`src/rtl/flash_bus_sequencer_pkg.sv`:
```
// rtl/flash_bus_sequencer_pkg.sv - shared types and widths for the flash bus sequencer
package flash_bus_sequencer_pkg;
  localparam int ADDR_W = 22;
  localparam int DATA_W = 8;

  typedef enum logic [1:0] {IDLE, SETUP, STROBE, HOLD} state_t;
  typedef enum logic {WRITE, READ} grant_t;
endpackage

```
`src/rtl/flash_bus_sequencer_arbiter.sv`:
```
// rtl/flash_bus_sequencer_arbiter.sv - two-requester round-robin arbiter
module bus_arbiter_rr
  import flash_bus_sequencer_pkg::*;
(
  input  logic clock,
  input  logic reset,
  input  logic req_wr,
  input  logic req_rd,
  input  logic enable,
  input  logic update,
  output logic gnt_wr,
  output logic gnt_rd
);

  grant_t last_grant;

  // On a tie, the requester that did not win last time is favoured.
  always_comb begin
    gnt_wr = enable & req_wr & (~req_rd | (last_grant == READ));
    gnt_rd = enable & req_rd & (~req_wr | (last_grant == WRITE));
  end

  always_ff @(posedge clock or posedge reset) begin
    if (reset) begin
      last_grant <= READ;
    end else if (update) begin
      last_grant <= gnt_wr ? WRITE : READ;
    end
  end

endmodule

```
`src/rtl/flash_bus_sequencer.sv`:
```
// rtl/flash_bus_sequencer.sv - parallel flash bus sequencer with streaming write and random read ports
module flash_bus_sequencer
  import flash_bus_sequencer_pkg::*;
#(
  parameter logic [ADDR_W-1:0] FRAME_BYTES = 22'd200,
  parameter int T_SETUP = 2,
  parameter int T_PULSE = 3,
  parameter int T_HOLD  = 1
) (
  input  logic              clock,
  input  logic              reset,
  input  logic              start,
  input  logic              wr_valid,
  input  logic [DATA_W-1:0] wr_data,
  output logic              wr_ready,
  input  logic              rd_valid,
  input  logic [ADDR_W-1:0] rd_addr,
  output logic              rd_ready,
  output logic [DATA_W-1:0] rd_data,
  output logic              rd_data_valid,
  output logic              done,
  output logic              busy,
  output logic [ADDR_W-1:0] mem_addr,
  output logic [DATA_W-1:0] mem_dq_out,
  input  logic [DATA_W-1:0] mem_dq_in,
  output logic              mem_dq_oe,
  output logic              mem_ce_n,
  output logic              mem_we_n,
  output logic              mem_oe_n
);

  localparam int CNT_W = 8;

  state_t            state, state_nx;
  logic [CNT_W-1:0]  cnt, cnt_nx;
  grant_t            op;
  logic [ADDR_W-1:0] wr_addr;
  logic              start_pend, apply_start;
  logic              gnt_wr, gnt_rd, accept, read_capture;

  // A pending start takes the whole IDLE cycle, so no grant competes with the address reset.
  assign apply_start  = (state == IDLE) && start_pend;
  assign read_capture = (state == STROBE) && (cnt == '0) && (op == READ);

  bus_arbiter_rr u_arbiter (
    .clock  (clock),
    .reset  (reset),
    .req_wr (wr_valid & ~done),
    .req_rd (rd_valid),
    .enable ((state == IDLE) && !start_pend),
    .update (accept),
    .gnt_wr (gnt_wr),
    .gnt_rd (gnt_rd)
  );

  // Strobes decode straight from the state register so reset releases the bus at once.
  always_comb begin
    state_nx  = state;
    cnt_nx    = cnt;
    wr_ready  = gnt_wr;
    rd_ready  = gnt_rd;
    accept    = gnt_wr | gnt_rd;
    busy      = (state != IDLE);
    mem_ce_n  = 1'b1;
    mem_we_n  = 1'b1;
    mem_oe_n  = 1'b1;
    mem_dq_oe = 1'b0;
    case (state)
      IDLE: begin
        if (accept) begin
          state_nx = SETUP;
          cnt_nx   = CNT_W'(T_SETUP - 1);
        end
      end
      SETUP: begin
        mem_ce_n  = 1'b0;
        mem_dq_oe = (op == WRITE);
        if (cnt == '0) begin
          state_nx = STROBE;
          cnt_nx   = CNT_W'(T_PULSE - 1);
        end else begin
          cnt_nx = cnt - 1'b1;
        end
      end
      STROBE: begin
        mem_ce_n  = 1'b0;
        mem_we_n  = (op != WRITE);
        mem_oe_n  = (op != READ);
        mem_dq_oe = (op == WRITE);
        if (cnt == '0) begin
          state_nx = HOLD;
          cnt_nx   = CNT_W'(T_HOLD - 1);
        end else begin
          cnt_nx = cnt - 1'b1;
        end
      end
      HOLD: begin
        mem_ce_n  = 1'b0;
        mem_dq_oe = (op == WRITE);
        if (cnt == '0) begin
          state_nx = IDLE;
        end else begin
          cnt_nx = cnt - 1'b1;
        end
      end
      default: state_nx = IDLE;
    endcase
  end

  always_ff @(posedge clock or posedge reset) begin
    if (reset) begin
      state         <= IDLE;
      cnt           <= '0;
      op            <= WRITE;
      wr_addr       <= '0;
      start_pend    <= 1'b0;
      done          <= 1'b0;
      mem_addr      <= '0;
      mem_dq_out    <= '0;
      rd_data       <= '0;
      rd_data_valid <= 1'b0;
    end else begin
      state         <= state_nx;
      cnt           <= cnt_nx;
      rd_data_valid <= read_capture;
      if (read_capture) rd_data <= mem_dq_in;
      if (start) begin
        start_pend <= 1'b1;
      end else if (apply_start) begin
        start_pend <= 1'b0;
      end
      if (apply_start) begin
        wr_addr <= '0;
        done    <= 1'b0;
      end
      if (gnt_wr) begin
        op         <= WRITE;
        mem_addr   <= wr_addr;
        mem_dq_out <= wr_data;
        wr_addr    <= wr_addr + 1'b1;
        if (wr_addr + 1'b1 == FRAME_BYTES) done <= 1'b1;
      end else if (gnt_rd) begin
        op       <= READ;
        mem_addr <= rd_addr;
      end
    end
  end

endmodule

```
`config.mk`:
```
export PLATFORM = sky130hd
export DESIGN_NAME = flash_bus_sequencer
export DESIGN_NICKNAME = d
export VERILOG_FILES = /design/src/rtl/flash_bus_sequencer_pkg.sv /design/src/rtl/flash_bus_sequencer_arbiter.sv /design/src/rtl/flash_bus_sequencer.sv
export SDC_FILE = /design/constraint.sdc
export NUM_CORES = 1
export LEC_CHECK = 0
export CORE_MARGIN = 2
export CORE_UTILIZATION = 50
export CTS_CLUSTER_SIZE = 30
export DETAILED_ROUTE_END_ITERATION = 6
export GPL_TIMING_DRIVEN = 1
export PLACE_DENSITY = 0.77
export REMOVE_ABC_BUFFERS = 1
export SLEW_MARGIN = 10
export SYNTH_ARGS = -nofsm -noshare
export SYNTH_HDL_FRONTEND = slang
export SYNTH_SLANG_ARGS = --single-unit
```
`constraint.sdc`:
```
create_clock -name clock -period 6.9 [get_ports clock]
set_clock_uncertainty 0.1 [all_clocks]
set_input_delay 1.725 -clock clock [delete_from_list [all_inputs] [get_ports clock]]
set_output_delay 1.725 -clock clock [all_outputs]
set_load 0.01 [all_outputs]
```
## After elaboration in Yosys (flattened, before gate mapping)

Index checks and enable logic that the tools add are counted.

| storage, ports and cells | value |
|---|---|
| bits of input ports | 43 |
| output and inout bits | 47 |
| register bits after elaboration | 75 |
| word-level logic and storage cells | 75 |

| cells by class | value |
|---|---|
| reduce and logical (&&, ||, !) cells | 14 |
| multiplexer cells | 26 |
| add/subtract/negate cells | 2 |
| eq/ne operators | 9 |
| bitwise logic cells | 13 |

Operators with widths:

| cell | number |
|---|---|
| 22-bit two-way mux | 4 |
| 8-bit two-way mux | 4 |
| 8-bit one-hot mux with 4 select lines | 1 |
| 22-bit by 1-bit adder with 22-bit output (second input constant) | 1 |
| 22-bit by 8-bit equality test with 1-bit output (second input constant) | 1 |
| 1-bit two-way mux | 12 |
| 8-bit zero test | 1 |
| 2-bit two-way mux | 4 |
| 2-bit != test (second input constant) | 4 |
| 2-bit one-hot mux with 4 select lines | 1 |
| 2-bit nonzero test | 4 |
| 8-bit by 1-bit subtractor with 8-bit output (second input constant) | 1 |
| 1-bit bitwise AND | 5 |
| 1-bit NOT | 5 |
| 2-bit equality test (second input constant) | 2 |
| 1-bit logical AND | 4 |
| 4-bit AND reduction | 1 |
| 1-bit OR | 3 |
| 3-bit OR reduction | 1 |
| 2-bit by 1-bit equality test with 1-bit output (second input constant) | 1 |
| 2-bit zero test | 1 |
| 2-bit by 1-bit != test with 1-bit output (second input constant) | 1 |
| 2-bit AND reduction | 1 |
| 1-bit zero test | 1 |

## Logic depth before layout (Yosys ltp)

Gate-level depths: netlist of the first run.

| logic depth | value |
|---|---|
| depth in word-level cells | 8 |
| mapped depth | 9 |
| depth with buffers taken out | 8 |

## By module

Synthesis of the first run repeated with hierarchy kept, for this count alone.

| unflattened totals | value |
|---|---|
| cells, all modules | 414 |
| area total of the unflattened synthesis | 4115.2 um2 |

Modules (own cells, without submodules):

| module | cells an instance | instances | area an instance (um2) | seq. area each (um2) |
|---|---|---|---|---|
| flash_bus_sequencer | 406 | 1 | 4043.9 | 1851.8 |
| bus_arbiter_rr | 8 | 1 | 71.3 | 26.3 |

## Worst setup path before layout of the first run

Ideal clock, no wire load.

| timing | value |
|---|---|
| path kind | input port to output port |
| start | in wr_valid |
| end | out wr_ready |
| path slack | 2364 ps |
| data required time | 5075 ps |
| arrival time | 2711 ps |
| buffers on the path | 2 |
| stages | 5 |
| cell sequence | nor2b_1 nand3_1 inv_1 clkbuf_1 clkbuf_1 |

| on the way | value |
|---|---|
| longest elaborated chain between the ends | 3 |

RTL lines:

| item | RTL line | source |
|---|---|---|
| start: declaration | flash_bus_sequencer.sv:13 | `input logic wr_valid,` |
| 1-bit bitwise AND | flash_bus_sequencer.sv:48 | `.req_wr (wr_valid & ~done),` |
| 1-bit bitwise AND (2 in a row) | flash_bus_sequencer_arbiter.sv:19 | `gnt_wr = enable & req_wr & (~req_rd \| (last_grant == READ));` |
| end: declaration | flash_bus_sequencer.sv:15 | `output logic wr_ready,` |

No other way between the ends.

## Worst setup path after layout of the first run

Same ends and word-level chain as after synthesis.

==> results.py, run 1 <==
metrics = {
    "run_status": {
        "status": "completed",
    },
    "timing": {
        "setup_viol": 0,
        "final.setup.tns_ns": 0,
        "finalHoldViolCount": 0,
        "fin_crit_ns": 5.33,
        "hold-worst-slack_ns": 0.376,
        "final-max-slew-violation-count": 0,
        "fmax_ghz": 0.187,
        "fin_ws_ns": 1.57,
        "max-slew-margin-rel_pct": 29.4,
        "period_share_pct": 77.3,
        "worstMarginPinSlew_ns": 1.06,
        "rsz0062_at_grt": "no",
    },
    "worst_setup_path": {
        "critical_path_class": "primary input to output port",
        "r2r_cells": 11,
        "required_ns": 5.08,
        "rr_endpoint": "wr_addr[21]$_DFFE_PP0P_",
        "worstPathMaxFanout": 41,
        "arrival_ns": 3.51,
        "start_kind": "primary input",
        "end_kind": "output port",
        "timing.rr.start": "state[0]$_DFFE_PP0P_",
        "ff2ff_setup_slack_ns": 3.97,
        "startpoint": "wr_valid",
    },
    "synthesis": {
        "yosysWarnings": 0,
        "ys_seq_area_share_pct": 49.6,
        "synthDistinctLibCells": 48,
        "yosysTopAreaCellShare_pct": 48.9,
        "synth_area_leaders": "dfrtp_1 (49%), nand2_1 (11%), o21ai_0 (5.2%)",
        "synth-edff-count": 0,
        "syn_inst": 434,
        "yosysMostFrequentCell": "nand2_1",
        "synth_ff_type": "dfrtp_1",
        "synth_top_area_cell": "dfrtp_1",
        "syn_area_per_cell_sq_um": 8.72,
        "ys_ff_latch": 75,
        "synth_common_cells": "nand2_1 (110), dfrtp_1 (74), o21ai_0 (39)",
        "synth_area_sq_mm": 0.00379,
        "async_flop_share_pct": 100,
    },
    "routing": {
        "routed_wirelength_microns": 9360,
        "via_count": 3451,
        "ant_nets": 0,
        "drc": 0,
        "routedWlPerCell_microns": 15.2,
        "dr.pass1.iters": 4,
        "vias_per_cell": 5.62,
        "drtIter0Drc": 160,
    },
    "floorplanning": {
        "io-pin-count": 90,
        "initial_core_util_pct": 51.9,
        "die_w_microns": 91.0,
        "die_h_microns": 91.0,
        "core_area_sq_mm": 0.00729,
        "die_area_sq_mm": 0.00828,
        "row_count": 31,
    },
    "min_path": {
        "min_path_cells": 2,
        "min_from": "rd_data[4]$_DFFE_PP0P_",
        "whs_endpoint": "rd_data[4]$_DFFE_PP0P_",
        "hold_path_class": "register to register",
    },
    "finish": {
        "syn_to_final_growth_pct": 31.1,
        "diodes": 0,
        "nNetsFinal": 562,
        "final_layout_size_suffix_gt1_share_pct": 6.21,
    },
    "placed_design": {
        "io_buffers": 89,
        "dp_hpwl_microns": 6190,
        "gp_congestion": 0.877,
        "place_ws_ns": 1.58,
    },
    "global_routing": {
        "grt_usage_pct": 23.2,
        "antenna_found_initial": 0,
        "grt_pass1_wl_microns": 15700,
        "grt_max_degree": 76,
        "grt_pass1_vias": 3366,
        "grt.overflow.total": 0,
    },
    "clock_tree": {
        "cts.sinks": 75,
        "cts_tree": "done",
        "clock_path_buffers": 2,
        "htree_levels": 3,
        "numCtsBuffers": 9,
        "cts-hold-fix-buffers": 0,
        "root_buffer": "clkbuf_8",
        "cts_resized": 0,
        "cts_setup_buffers": 0,
        "clock_latency_ns": 0.35,
        "cts.reportedPaths.clkPinSlew_ns": 0.07,
    },
    "pwr": {
        "power.switching_mw": 0.610,
        "leakage_nw": 2.23,
        "swShare_pct": 34.7,
        "combinationalPowerShare_pct": 40.3,
        "p_int_mw": 1.15,
        "p_clk_share_pct": 22.8,
        "ir_worst_vdd_mv": 0.151,
        "p_total_mw": 1.76,
        "seqPwrFrac_pct": 36.9,
        "powerDensity_mw_per_mm2": 354,
    },
    "run": {
        "cap_violations": 0,
    },
}
## critical path, stage by stage
cell and delay (ns):
clkdlybuf4s50_1 0.44, nor2b_1 0.27, nand3_1 0.12, buf_4 0.28, inv_1 0.12, clkdlybuf4s50_1 0.54
## area by class of cell
class / count / area, sq um
fill: 612 / 2330
sequential: 75 / 1880
multi-input combinational: 318 / 1750
timing repair buffer: 94 / 928
clock buffer: 10 / 128
tap: 99 / 124
clock inverter: 5 / 103
inverter: 13 / 50.0
## placed cells by master, fill, tap and decap left out, drive strengths merged, types with 3 or more instances in the layout
cell type      instances
ha                     8
nand3                 15
bufinv                 3
inv                   11
clkbuf                10
nor2                  32
clkinv                 3
a22oi                 21
nor3                   3
xor2                   5
clkdlybuf4s50         89
nand2                110
a31oi                  6
nand4                 11
o21ai                 39
o31ai                  9
nor4                   9
dfrtp                 74
and3                   7
o22ai                  3
nand2b                 3
a21oi                 13
buf                    5
## how the worst max path moves through the flow
stage	end	slack (ns)
2_1_floorplan	wr_ready	1.40
3_3_place_gp	wr_ready	1.59
4_1_cts	wr_ready	1.56
6_report	wr_ready	1.57
3_5_place_dp	wr_ready	1.58
5_1_grt	wr_ready	1.46
## flip-flops by register name, indices dropped and copies added (netlist names)
signal,count
start_pend,1
cnt,8
mem_addr,22
rd_data,8
done,1
u_arbiter.last_grant,1
wr_addr,22
op,1
state,2
rd_data_valid,1
mem_dq_out,8
## power by group through the flow
stage                     logic (mW)  clock network [mW]  registers, mW
after floorplan                0.332                   0          0.686
after global placement         0.689                   0          0.651
after detailed placement       0.711                   0          0.658
after CTS                      0.717               0.405          0.650
after global routing           0.787               0.424          0.666
final                          0.709               0.400          0.649
## kinds of logic (layout without fill, tap and decap cells)
logic type	after synthesis	count (layout)	share of synthesized area [%]
simple gates	201	201	25.0
fa+ha+maj	8	8	2.64
xor+xnor	7	7	1.62
flops	75	75	49.6
mux	1	1	0.264
buf+inv	41	122	4.26
compound gates	101	101	16.7
## per-stage QoR
stage,std cells,cell area [sq um],util [%]
2_1_floorplan,406,3670,-
3_3_place_gp,599,4730,64.9
3_5_place_dp,599,4730,64.9
4_1_cts,614,4960,68.1
5_1_grt,614,4960,68.1
6_report,614,4960,68.1
## per-layer routing
metal / up-vias / global-route usage (%) / part of all wire [%]
met5: - / 0 / 0
met4: 0 / 7.83 / 1.5
met3: 13 / 3.82 / 4.3
met2: 90 / 39.5 / 50
met1: 1686 / 30.3 / 44
li1: 1662 / - / -
Power figures use the tool's default switching activity.
==> inputs of run 2 (changes only) <==
- clock period: 6.9 -> 5.5 ns (I/O delays scaled with it)
==> run 2 against run 1 <==
- non-clock buffer count did not move
- critical endpoint unchanged
- sequential share of layout area rose by 0.32 points
- wire length rose by 2.3%
- largest cell class unchanged
- critical path depth fell by 1
- final cell count rose by 0.16%
- register-to-register slack got worse by 1.4 ns
- die area did not move
==> results.py, run 2 (same netlist as run 1, synthesis figures left out) <==
metrics = {
    "finish": {
        "final_common_cell": "nand2_1",
        "nFillCells": 641,
        "nNetsFinal": 562,
        "fin_area_sq_mm": 0.00492,
        "final_cell_mix": "nand2_1 (110), clkdlybuf4s50_1 (89), dfrtp_1 (74), o21ai_0 (38), nor2_1 (32)",
        "diodes": 0,
        "final_layout_size_suffix_gt1_share_pct": 6.59,
        "reg_top3": "mem_addr x22, wr_addr x22",
        "syn_to_final_growth_pct": 30.0,
    },
    "routing": {
        "vias_per_cell": 5.66,
        "routed_wirelength_microns": 9570,
        "dr.pass1.iters": 5,
        "via_count": 3481,
        "routedWlPerCell_microns": 15.6,
        "ant_nets": 0,
        "drtIter0Drc": 218,
        "drc": 0,
    },
    "timing": {
        "period_share_pct": 80.8,
        "worstMarginPinSlew_ns": 1.08,
        "max-slew-margin-rel_pct": 27.7,
        "rsz0062_at_grt": "no",
        "finalHoldViolCount": 0,
        "fin_ws_ns": 1.06,
        "final-max-slew-violation-count": 0,
        "fin_crit_ns": 4.44,
        "setup_viol": 0,
        "fmax_ghz": 0.225,
        "final.setup.tns_ns": 0,
    },
    "worst_setup_path": {
        "worstPathMaxFanout": 3,
        "required_ns": 4.03,
        "end_kind": "output port",
        "start_kind": "primary input",
        "timing.rr.start": "wr_addr[0]$_DFFE_PP0P_",
        "critical_path_class": "primary input to output port",
        "startpoint": "wr_valid",
        "arrival_ns": 2.97,
    },
    "placed_design": {
        "place_ws_ns": 1.04,
        "dpl-instance-area_sq_mm": 0.00473,
        "dp_hpwl_microns": 6500,
        "io_buffers": 89,
        "gp_congestion": 0.856,
    },
    "min_path": {
        "hold_path_class": "register to register",
        "min_from": "mem_addr[4]$_DFFE_PP0P_",
    },
    "global_routing": {
        "antenna_found_initial": 0,
        "grt.overflow.total": 0,
        "grt_pass1_wl_microns": 16500,
        "grt_max_degree": 47,
        "grt_pass1_vias": 3370,
        "grt_usage_pct": 24.5,
    },
    "clock_tree": {
        "cts.sinks": 75,
        "cts-hold-fix-buffers": 0,
        "numCtsBuffers": 9,
        "cts_tree": "done",
        "htree_levels": 3,
        "clock_latency_ns": 0.36,
        "clock_path_buffers": 2,
        "cts_setup_buffers": 0,
        "cts_resized": 0,
        "root_buffer": "clkbuf_8",
        "cts.reportedPaths.clkPinSlew_ns": 0.07,
    },
    "floorplanning": {
        "io-pin-count": 90,
        "initial_core_util_pct": 51.9,
        "die_h_microns": 91.0,
        "die_area_sq_mm": 0.00828,
        "die_w_microns": 91.0,
        "row_count": 31,
        "core_area_sq_mm": 0.00729,
    },
    "pwr": {
        "p_total_mw": 2.12,
        "leakage_nw": 2.21,
        "ir_worst_vdd_mv": 0.186,
        "powerDensity_mw_per_mm2": 430,
    },
    "run": {
        "cap_violations": 0,
    },
    "run_status": {
        "status": "completed",
    },
}
[run 2: area by class of cell]
| cell class | instances | area [sq um] | share of cell area [%] |
|---|---|---|---|
| clock buffers | 11 | 151 | 3.07 |
| clock inverters | 5 | 37.5 | 0.762 |
| inverters | 13 | 50.0 | 1.02 |
| multi-input cells | 318 | 1750 | 35.6 |
| flip-flops and latches | 75 | 1880 | 38.1 |
| well taps | 99 | 124 | 2.52 |
| repair buffers | 94 | 928 | 18.9 |
[run 2: power breakdown]
part	internal, mW	switching, mW	leakage (nW)	total, mW
clock network	0.189	0.214	0.0915	0.404
logic	0.433	0.467	1.14	0.900
registers	0.709	0.106	0.973	0.815
total	1.33	0.788	2.21	2.12
[run 2: final timing paths]
check	end	slack, ns	cells after the start
hold / removal	mem_addr[4]$_DFFE_PP0P_	0.37	2
setup / recovery	wr_ready	1.06	5
hold reg to reg	mem_addr[4]$_DFFE_PP0P_	0.37	2
max in group asynchronous	mem_addr[4]$_DFFE_PP0P_	3.06	3
min in group asynchronous	rd_data[5]$_DFFE_PP0P_	1.36	2
setup reg to reg	done$_DFF_PP0_	2.57	7
[run 2: stage by stage]
step	util, %	hold slack (ns)	instances
6_report	67.5	0.370	615
5_1_grt	67.5	0.398	615
4_1_cts	67.5	0.379	615
3_5_place_dp	64.9	0.362	599
3_3_place_gp	64.9	0.354	599
2_1_floorplan	-	0.346	406
[run 2: layer usage]
layer | vias up | part of all wire (%) | GRT usage [%]
li1 | 1675 | - | -
met1 | 1705 | 44 | 32.1
met2 | 87 | 50 | 41.0
met3 | 14 | 4.2 | 5.39
met4 | 0 | 1.8 | 6.57
met5 | - | 0 | 0
[run 2: worst max-delay path, cell delays in order]
cell and delay [ns]:
clkdlybuf4s50_1 0.45, nor2b_1 0.28, nand3_1 0.20, inv_1 0.11
clkdlybuf4s50_1 0.54
